==> src/rtl/remora_pkg.sv <==
// remora_pkg: shared encodings and defaults for the quadrature encoder input stage
package remora_pkg;
  typedef enum logic [1:0] {QS_00 = 2'b00, QS_01 = 2'b01, QS_11 = 2'b11, QS_10 = 2'b10} qstate_t;
  typedef enum logic {INIT = 1'b0, RUN = 1'b1} fsm_t;
  localparam int DEFAULT_FILTER_LEN = 4;
  localparam int INIT_CYCLES = 3;
  localparam logic [1:0] DIR_HOLD = 2'b00;
  localparam logic [1:0] DIR_FWD  = 2'b01;
  localparam logic [1:0] DIR_REV  = 2'b10;
  localparam logic [1:0] DIR_ILL  = 2'b11;
  function automatic logic [1:0] quad_dir(input qstate_t p, input qstate_t c);
    logic fwd;
    fwd = (p == QS_00 && c == QS_01) || (p == QS_01 && c == QS_11) ||
          (p == QS_11 && c == QS_10) || (p == QS_10 && c == QS_00);
    return ((p ^ c) == 2'b11) ? DIR_ILL : fwd ? DIR_FWD : (p != c) ? DIR_REV : DIR_HOLD;
  endfunction
endpackage

==> src/rtl/input_filter.sv <==
// input_filter: 2-FF synchroniser plus consecutive-sample glitch filter with direct load during INIT
module input_filter #(
  parameter int FILTER_LEN = 4
) (
  input  logic clk,
  input  logic rst,
  input  logic i_pin,
  input  logic i_load,
  output logic o_filt,
  output logic o_s2
);
  localparam int CW = (FILTER_LEN > 1) ? $clog2(FILTER_LEN) : 1;
  localparam logic [CW-1:0] LAST = CW'(FILTER_LEN - 1);
  logic r_s1, r_s2, r_filt;
  logic [CW-1:0] r_cnt;
  always_ff @(posedge clk or posedge rst) begin
    if (rst) begin
      r_s1   <= 1'b0;
      r_s2   <= 1'b0;
      r_filt <= 1'b0;
      r_cnt  <= '0;
    end else begin
      r_s1 <= i_pin;
      r_s2 <= r_s1;
      if (i_load) begin
        r_filt <= r_s2;
        r_cnt  <= '0;
      end else if (r_s2 == r_filt) begin
        r_cnt <= '0;
      end else if (r_cnt == LAST) begin
        r_filt <= r_s2;
        r_cnt  <= '0;
      end else begin
        r_cnt <= r_cnt + CW'(1);
      end
    end
  end
  assign o_filt = r_filt;
  assign o_s2   = r_s2;
endmodule

==> src/rtl/quad_encoder.sv <==
// quad_encoder: filtered 4x quadrature decoder with index-latched position and sticky error flag
module quad_encoder
  import remora_pkg::*;
#(
  parameter int WIDTH      = 32,
  parameter int FILTER_LEN = DEFAULT_FILTER_LEN
) (
  input  logic             clk,
  input  logic             rst,
  input  logic             QUAD_A,
  input  logic             QUAD_B,
  input  logic             QUAD_Z,
  input  logic             indexEnable,
  input  logic             errClear,
  output logic [WIDTH-1:0] position,
  output logic [WIDTH-1:0] indexPosition,
  output logic             indexSeen,
  output logic             error
);
  fsm_t r_state, w_state_nxt;
  logic [1:0] r_init_cnt, w_init_cnt_nxt;
  logic w_load, w_run;
  logic w_filt_a, w_filt_b, w_filt_z, w_s2_a, w_s2_b, w_s2_z;
  qstate_t r_cur_ab, r_prev_ab;
  logic r_cur_z, r_prev_z;
  logic [1:0] w_dir;
  logic [WIDTH-1:0] r_position, r_index_pos, w_pos_nxt;
  logic r_index_seen, r_error, w_capture;
  assign w_load = r_state == INIT;
  assign w_run  = r_state == RUN;
  input_filter #(.FILTER_LEN(FILTER_LEN)) u_filt_a (
    .clk(clk), .rst(rst), .i_pin(QUAD_A), .i_load(w_load), .o_filt(w_filt_a), .o_s2(w_s2_a)
  );
  input_filter #(.FILTER_LEN(FILTER_LEN)) u_filt_b (
    .clk(clk), .rst(rst), .i_pin(QUAD_B), .i_load(w_load), .o_filt(w_filt_b), .o_s2(w_s2_b)
  );
  input_filter #(.FILTER_LEN(FILTER_LEN)) u_filt_z (
    .clk(clk), .rst(rst), .i_pin(QUAD_Z), .i_load(w_load), .o_filt(w_filt_z), .o_s2(w_s2_z)
  );
  always_ff @(posedge clk or posedge rst) begin
    if (rst) begin
      r_state    <= INIT;
      r_init_cnt <= '0;
    end else begin
      r_state    <= w_state_nxt;
      r_init_cnt <= w_init_cnt_nxt;
    end
  end
  always_comb begin
    w_state_nxt    = r_state;
    w_init_cnt_nxt = r_init_cnt;
    if (r_state == INIT) begin
      w_init_cnt_nxt = r_init_cnt + 2'd1;
      w_state_nxt    = (r_init_cnt == 2'(INIT_CYCLES - 1)) ? RUN : INIT;
    end
  end
  // INIT seeds the edge pipeline from the filters' incoming value so pins already high never look like a transition
  always_ff @(posedge clk or posedge rst) begin
    if (rst) begin
      r_cur_ab  <= QS_00;
      r_prev_ab <= QS_00;
      r_cur_z   <= 1'b0;
      r_prev_z  <= 1'b0;
    end else if (w_load) begin
      r_cur_ab  <= qstate_t'({w_s2_a, w_s2_b});
      r_prev_ab <= qstate_t'({w_s2_a, w_s2_b});
      r_cur_z   <= w_s2_z;
      r_prev_z  <= w_s2_z;
    end else begin
      r_cur_ab  <= qstate_t'({w_filt_a, w_filt_b});
      r_prev_ab <= r_cur_ab;
      r_cur_z   <= w_filt_z;
      r_prev_z  <= r_cur_z;
    end
  end
  assign w_dir     = w_run ? quad_dir(r_prev_ab, r_cur_ab) : DIR_HOLD;
  assign w_pos_nxt = (w_dir == DIR_FWD) ? r_position + WIDTH'(1) :
                     (w_dir == DIR_REV) ? r_position - WIDTH'(1) : r_position;
  assign w_capture = w_run && r_cur_z && !r_prev_z && indexEnable && !r_index_seen;
  always_ff @(posedge clk or posedge rst) begin
    if (rst) begin
      r_position   <= '0;
      r_index_pos  <= '0;
      r_index_seen <= 1'b0;
      r_error      <= 1'b0;
    end else begin
      r_position   <= w_pos_nxt;
      r_index_pos  <= w_capture ? w_pos_nxt : r_index_pos;
      r_index_seen <= !indexEnable ? 1'b0 : (w_capture ? 1'b1 : r_index_seen);
      r_error      <= (w_dir == DIR_ILL) ? 1'b1 : (errClear ? 1'b0 : r_error);
    end
  end
  assign position      = r_position;
  assign indexPosition = r_index_pos;
  assign indexSeen     = r_index_seen;
  assign error         = r_error;
endmodule

==> config.mk <==
export PLATFORM = sky130hd
export DESIGN_NAME = quad_encoder
export DESIGN_NICKNAME = d
export VERILOG_FILES = /design/src/rtl/remora_pkg.sv /design/src/rtl/input_filter.sv /design/src/rtl/quad_encoder.sv
export SDC_FILE = /design/constraint.sdc
export NUM_CORES = 1
export LEC_CHECK = 0
export BUFFER_PORTS_ARGS = -buffer_cell sky130_fd_sc_hd__buf_4
export CAP_MARGIN = 30
export CORE_UTILIZATION = 31
export DETAILED_ROUTE_END_ITERATION = 16
export HOLD_SLACK_MARGIN = 0.15
export MAX_ROUTING_LAYER = met4
export SLEW_MARGIN = 20
export SYNTH_ARGS = -nofsm -noshare
export SYNTH_HDL_FRONTEND = slang
export SYNTH_SLANG_ARGS = --single-unit
==> constraint.sdc <==
create_clock -name clk -period 2.5 [get_ports clk]
set_input_delay 0.125 -clock clk [delete_from_list [all_inputs] [get_ports clk]]
set_output_delay 0.125 -clock clk [all_outputs]
set_load 0.02 [all_outputs]
; Yosys cells after proc, flatten, opt, wreduce, memory -nomap -nowiden
; Cells that the tools add are included.
; Widths: inputs -> output; s select.
[word_totals]
ff_bits = 90
output_inout_bits = 66
input_bits = 7
wordCells = 107
[classes]
add_sub_neg = 6
n_eq_ne = 25
n_reduce_logical = 19
n_bitwise = 1
muxes = 34
[ops]
columns = cell, n
row1 = $mux 32, 2
row2 = $add 32x1->32 const B, 1
row3 = $sub 32x1->32 const B, 1
row4 = $mux 2, 15
row5 = $eq 2x2->1 const B, 11
row6 = $mux 1, 17
row7 = $add 2x1->2 const B, 4
row8 = $logic_and 1x1->1, 8
row9 = $ne 2x1->1 const B, 4
row10 = $eq 2x1->1 const B, 3
row11 = $ne 2x2->1 const B, 3
row12 = $reduce_and 2->1, 3
row13 = $logic_not 2->1, 2
row14 = $eq 1x1->1, 3
row15 = $logic_or 1x1->1, 3
row16 = $logic_not 1->1, 2
row17 = $ne 2x2->1, 1
row18 = $reduce_bool 2->1, 1
row19 = $xor 2x2->2, 1

; Longest topological paths before layout
[logic_depth]
word_depth = 11
ltp_mapped = 8
mapped_depth_nobuf = 8

; By module
; A second synthesis with hierarchy kept.
[hier_totals]
cells_unflattened = 403
area_unflattened_um2 = 4342.9
[modules_own_cells]
columns = mod, cells_each, area_each_um2, seq_area_each_um2, n_inst
row1 = quad_encoder, 367, 3806.2, 1876.8, 1
row2 = input_filter, 12, 178.9, 125.1, 3

; Worst setup path before layout
; OpenSTA, ideal clock, no wires.
[synth_path]
path_kind = register -> register
from = reg r_position[24] (netlist: position[24])
to = reg r_index_pos[30] (netlist: indexPosition[30])
required_ps = 2373
setup_slack_ps = -150
period_less_slack_ps = 2650
t_arrival_ps = 2522
stages_incl_launch_ff = 8
n_path_buf = 1
setup_ps = 127
path_cell_list = dfrtp_1 -> buf_6 -> or4_4 -> or3_1 -> or4b_4 -> a22oi_4 -> xor2_2 -> mux2_1
[synth_between]
elab_chain_len = 3
word_cells_on_any_way = 4
cone_classes = add/sub (2) / mux (2)
[synth_lines]
columns = item, line
row1 = "start, declared", quad_encoder.sv:27  ; logic [WIDTH-1:0] r_position, r_index_pos, w_pos_nxt;
row2 = "start signal, assigned", quad_encoder.sv:87  ; r_position <= w_pos_nxt;
row3 = $sub 32x1->32, quad_encoder.sv:78  ; (w_dir == DIR_REV) ? r_position - WIDTH'(1) : r_position;
row4 = $mux 32, quad_encoder.sv:78
row5 = $mux 32 *, quad_encoder.sv:77  ; assign w_pos_nxt = (w_dir == DIR_FWD) ? r_position + WIDTH'(1) :
row6 = named net w_pos_nxt[30], quad_encoder.sv:27
row7 = "end signal, assigned", quad_encoder.sv:88  ; r_index_pos <= w_capture ? w_pos_nxt : r_index_pos;
row8 = "end, declared", quad_encoder.sv:27
; The timed path passes the listed nets; every way through them passes the cells marked *.
; A chain may end at the register's enable or synchronous reset.

; Final worst setup path
[layout_path]
from = reg r_position[26] (netlist: position[26])
to = reg r_index_pos[30] (netlist: indexPosition[30])
; Same word-level chain as after synthesis.

==> metrics.txt <==
# setup viols final 0; Yosys reg bits 90; critical path arrival 2.67 ns; Worst Setup Start Kind register; minimum clock period 2.44 ns; clock root cell clkbuf_16; sequential area share after synthesis 54.2%; crit path capture indexPosition[30]; RR Endpoint indexPosition[30]; post-DR vias/cell 4.85; Sink Count 90; Core Util, Final 43.4%; setup_tns 0 ns; H-tree depth 3; Layout area overhead 33.7%; mean post-synth cell area 11.6 um2; Syn Nets 373; max-cap violation count 0; Initial Utilization 32.4%; fin crit share 97.6%; die footprint 0.0139 mm2; Worst slew margin 66.3%; Peak VDD IR 0.000688 V; worst-skew pair later-pin latency 0.35 ns; Hold Vio Cnt, Final 0; most frequent cells in the layout buf_4, dfrtp_1, nand2_1, mux2_2, xor2_1; reg2reg start position[26]; CP Launch Point position[26]; ys flop type dfrtp_1; vias 3167; YS warnings 0; Die Ht 118 um; io pins 73; layout cells sized above 1 37.4%; share of flip-flops with an asynchronous set or reset 100%; Detail Placement HPWL 7.31 mm; crit path cell chain or4_4 -> or3_4 -> or4b_4 -> a22oi_4 -> xor2_2 -> mux2_4; Placer Congestion 0.815; Worst Max-Slew Pin Slew 0.505 ns; ANT cells 0; Critical Path Max Stage Delay 0.55 ns; vias in the first global route 3313; Post-Synthesis Cell Area 0.00416 mm2; nature of the critical path endpoint register; total power draw 0.00705 W; I/O Buffers 72; core area 0.0128 mm2; first-pass GRT wire length 17.3 mm; Hold Crit Class reg2reg; num rows 41; Final Max Slew Viols 0; reg2reg setup slack 0.06 ns; initial DRC count 129; Crit Path Max Fanout 3; cells after synthesis 360; Pwr per Cell Area 1270 mW/mm2; CP Class reg2reg; largest net degree at the start of global routing 91; All-Layer GR Usage 16.2%; DRT Pass-1 Iters 4; f_max 410 MHz; FF-to-FF path depth 6; Final Skew 0.00627 ns; Post-DRT Antenna Nets 0; status completed; GR Overflow Total 0; initial antenna violation count 0; Die Span X 118 um; DR DRC count 0; Pleak 2.59 nW; clk buf depth 2; EDFF count, synth 0; Post-Route WL 10.1 mm; TritonCTS buffer count 9; Final #Nets 489; synth unique cells 44; CP max-delay cell or4_4; TritonCTS clock tree yes; commonest non-fill, non-tap cell in the layout buf_4; RSZ-0062 raised after global routing yes; routed wire length per instance 15.4 um; Clock transition at path regs 0.06 ns; Required @ worst endpoint 2.73 ns
per-layer routing:
layer	global-route usage [%]	wire, um	up-vias
met4	5.53	147	0
met1	22.0	4990	1543
li1	-	-	1537
met2	23.3	4480	78
met5	-	0	-
met3	4.46	454	9
worst min path at each step:
stage / startpoint / end / slack (ns) / cells past startpoint
global placement: QUAD_Z / u_filt_z.r_s1 / 0.23 / 1
CTS: u_filt_a.r_s1 / u_filt_a.o_s2 / 0.35 / 0
floorplan: QUAD_A / u_filt_a.r_s1 / 0.16 / 0
finish: u_filt_a.r_s1 / u_filt_a.o_s2 / 0.35 / 0
detailed placement: QUAD_A / u_filt_a.r_s1 / 0.24 / 1
global route: u_filt_b.r_s1 / u_filt_b.o_s2 / 0.37 / 0
sequential cells by signal (all words and copies together) (netlist names), 2 cells and up:
name	count
indexPosition	32
position	32
r_cur_ab	2
r_init_cnt	2
r_prev_ab	2
u_filt_a.r_cnt	2
u_filt_b.r_cnt	2
u_filt_z.r_cnt	2
logic make-up (layout without fill, tap and decap cells):
| family | count (synthesis) | in the layout | synth area share [%] |
|---|---|---|---|
| AND/OR/NAND/NOR | 136 | 136 | 18.0 |
| XOR/XNOR | 41 | 41 | 8.81 |
| adder cells (fa/ha/maj) | 6 | 6 | 1.81 |
| AO/OA/AOI/OAI | 30 | 30 | 5.42 |
| flip-flops | 90 | 90 | 54.2 |
| buffers and inverters | 21 | 142 | 2.08 |
| multiplexers | 36 | 36 | 9.75 |
synthesized netlist by cell type, types with 5 or more instances:
cell      number  area share [%]
or4_1          6             1.1
nor2_1        13             1.2
xnor2_1       18             3.8
ha_1           6             1.8
nor3_1        12             1.4
nand4_1       15             2.3
inv_1         10            0.90
nor4_1         8             1.2
a22oi_1        5            0.90
or3_1          6            0.90
mux2_2        34             9.2
nand2_1       38             3.4
dfrtp_1       90              54
clkbuf_1      10            0.90
nand3_1       17             2.0
xor2_1        22             4.6
power breakdown:
group | internal (W) | switching, W
clock | 0.000700 | 0.000576
combinational | 0.00153 | 0.00185
sequential | 0.00200 | 0.000397
total | 0.00423 | 0.00282
cell type report:
cell class | instances | area, um2
Clock inverter | 6 | 41.3
Clock buffer | 10 | 239
Timing Repair Buffer | 116 | 898
Inverter | 10 | 41.3
Sequential cell | 90 | 2250
Multi-Input combinational cell | 249 | 1870
Fill cell | 1268 | 7260
Tap cell | 172 | 215
per-stage QoR:
step,area [um2],cells,hold WS [ns],worst slack [ns]
2_1_floorplan,4170,360,0.156,-0.127
3_3_place_gp,5170,629,0.235,0.0235
3_5_place_dp,5170,629,0.235,-0.00952
4_1_cts,5520,652,0.351,0.00529
5_1_grt,5560,653,0.370,-0.0172
6_report,5560,653,0.347,0.0606
critical path: cells and delay by family, from the launching register on:
kind | cells | cell delay [ns]
xor+xnor | 1 | 0.09
compound gates | 1 | 0.19
flops | 1 | 0.38
simple gates | 3 | 1.40
mux | 1 | 0.26
what timing repair did:
| item | CTS | global route |
|---|---|---|
| buffers inserted | 1 | 1 |
| pin swaps | 2 | 2 |
| resized for setup | 1 | 6 |
| endpoints found under the setup margin | 1 | 7 |
| endpoints found under the hold margin | 95 | 0 |
| hold buffers | 6 | 0 |
(Power assumes the default switching activity.)
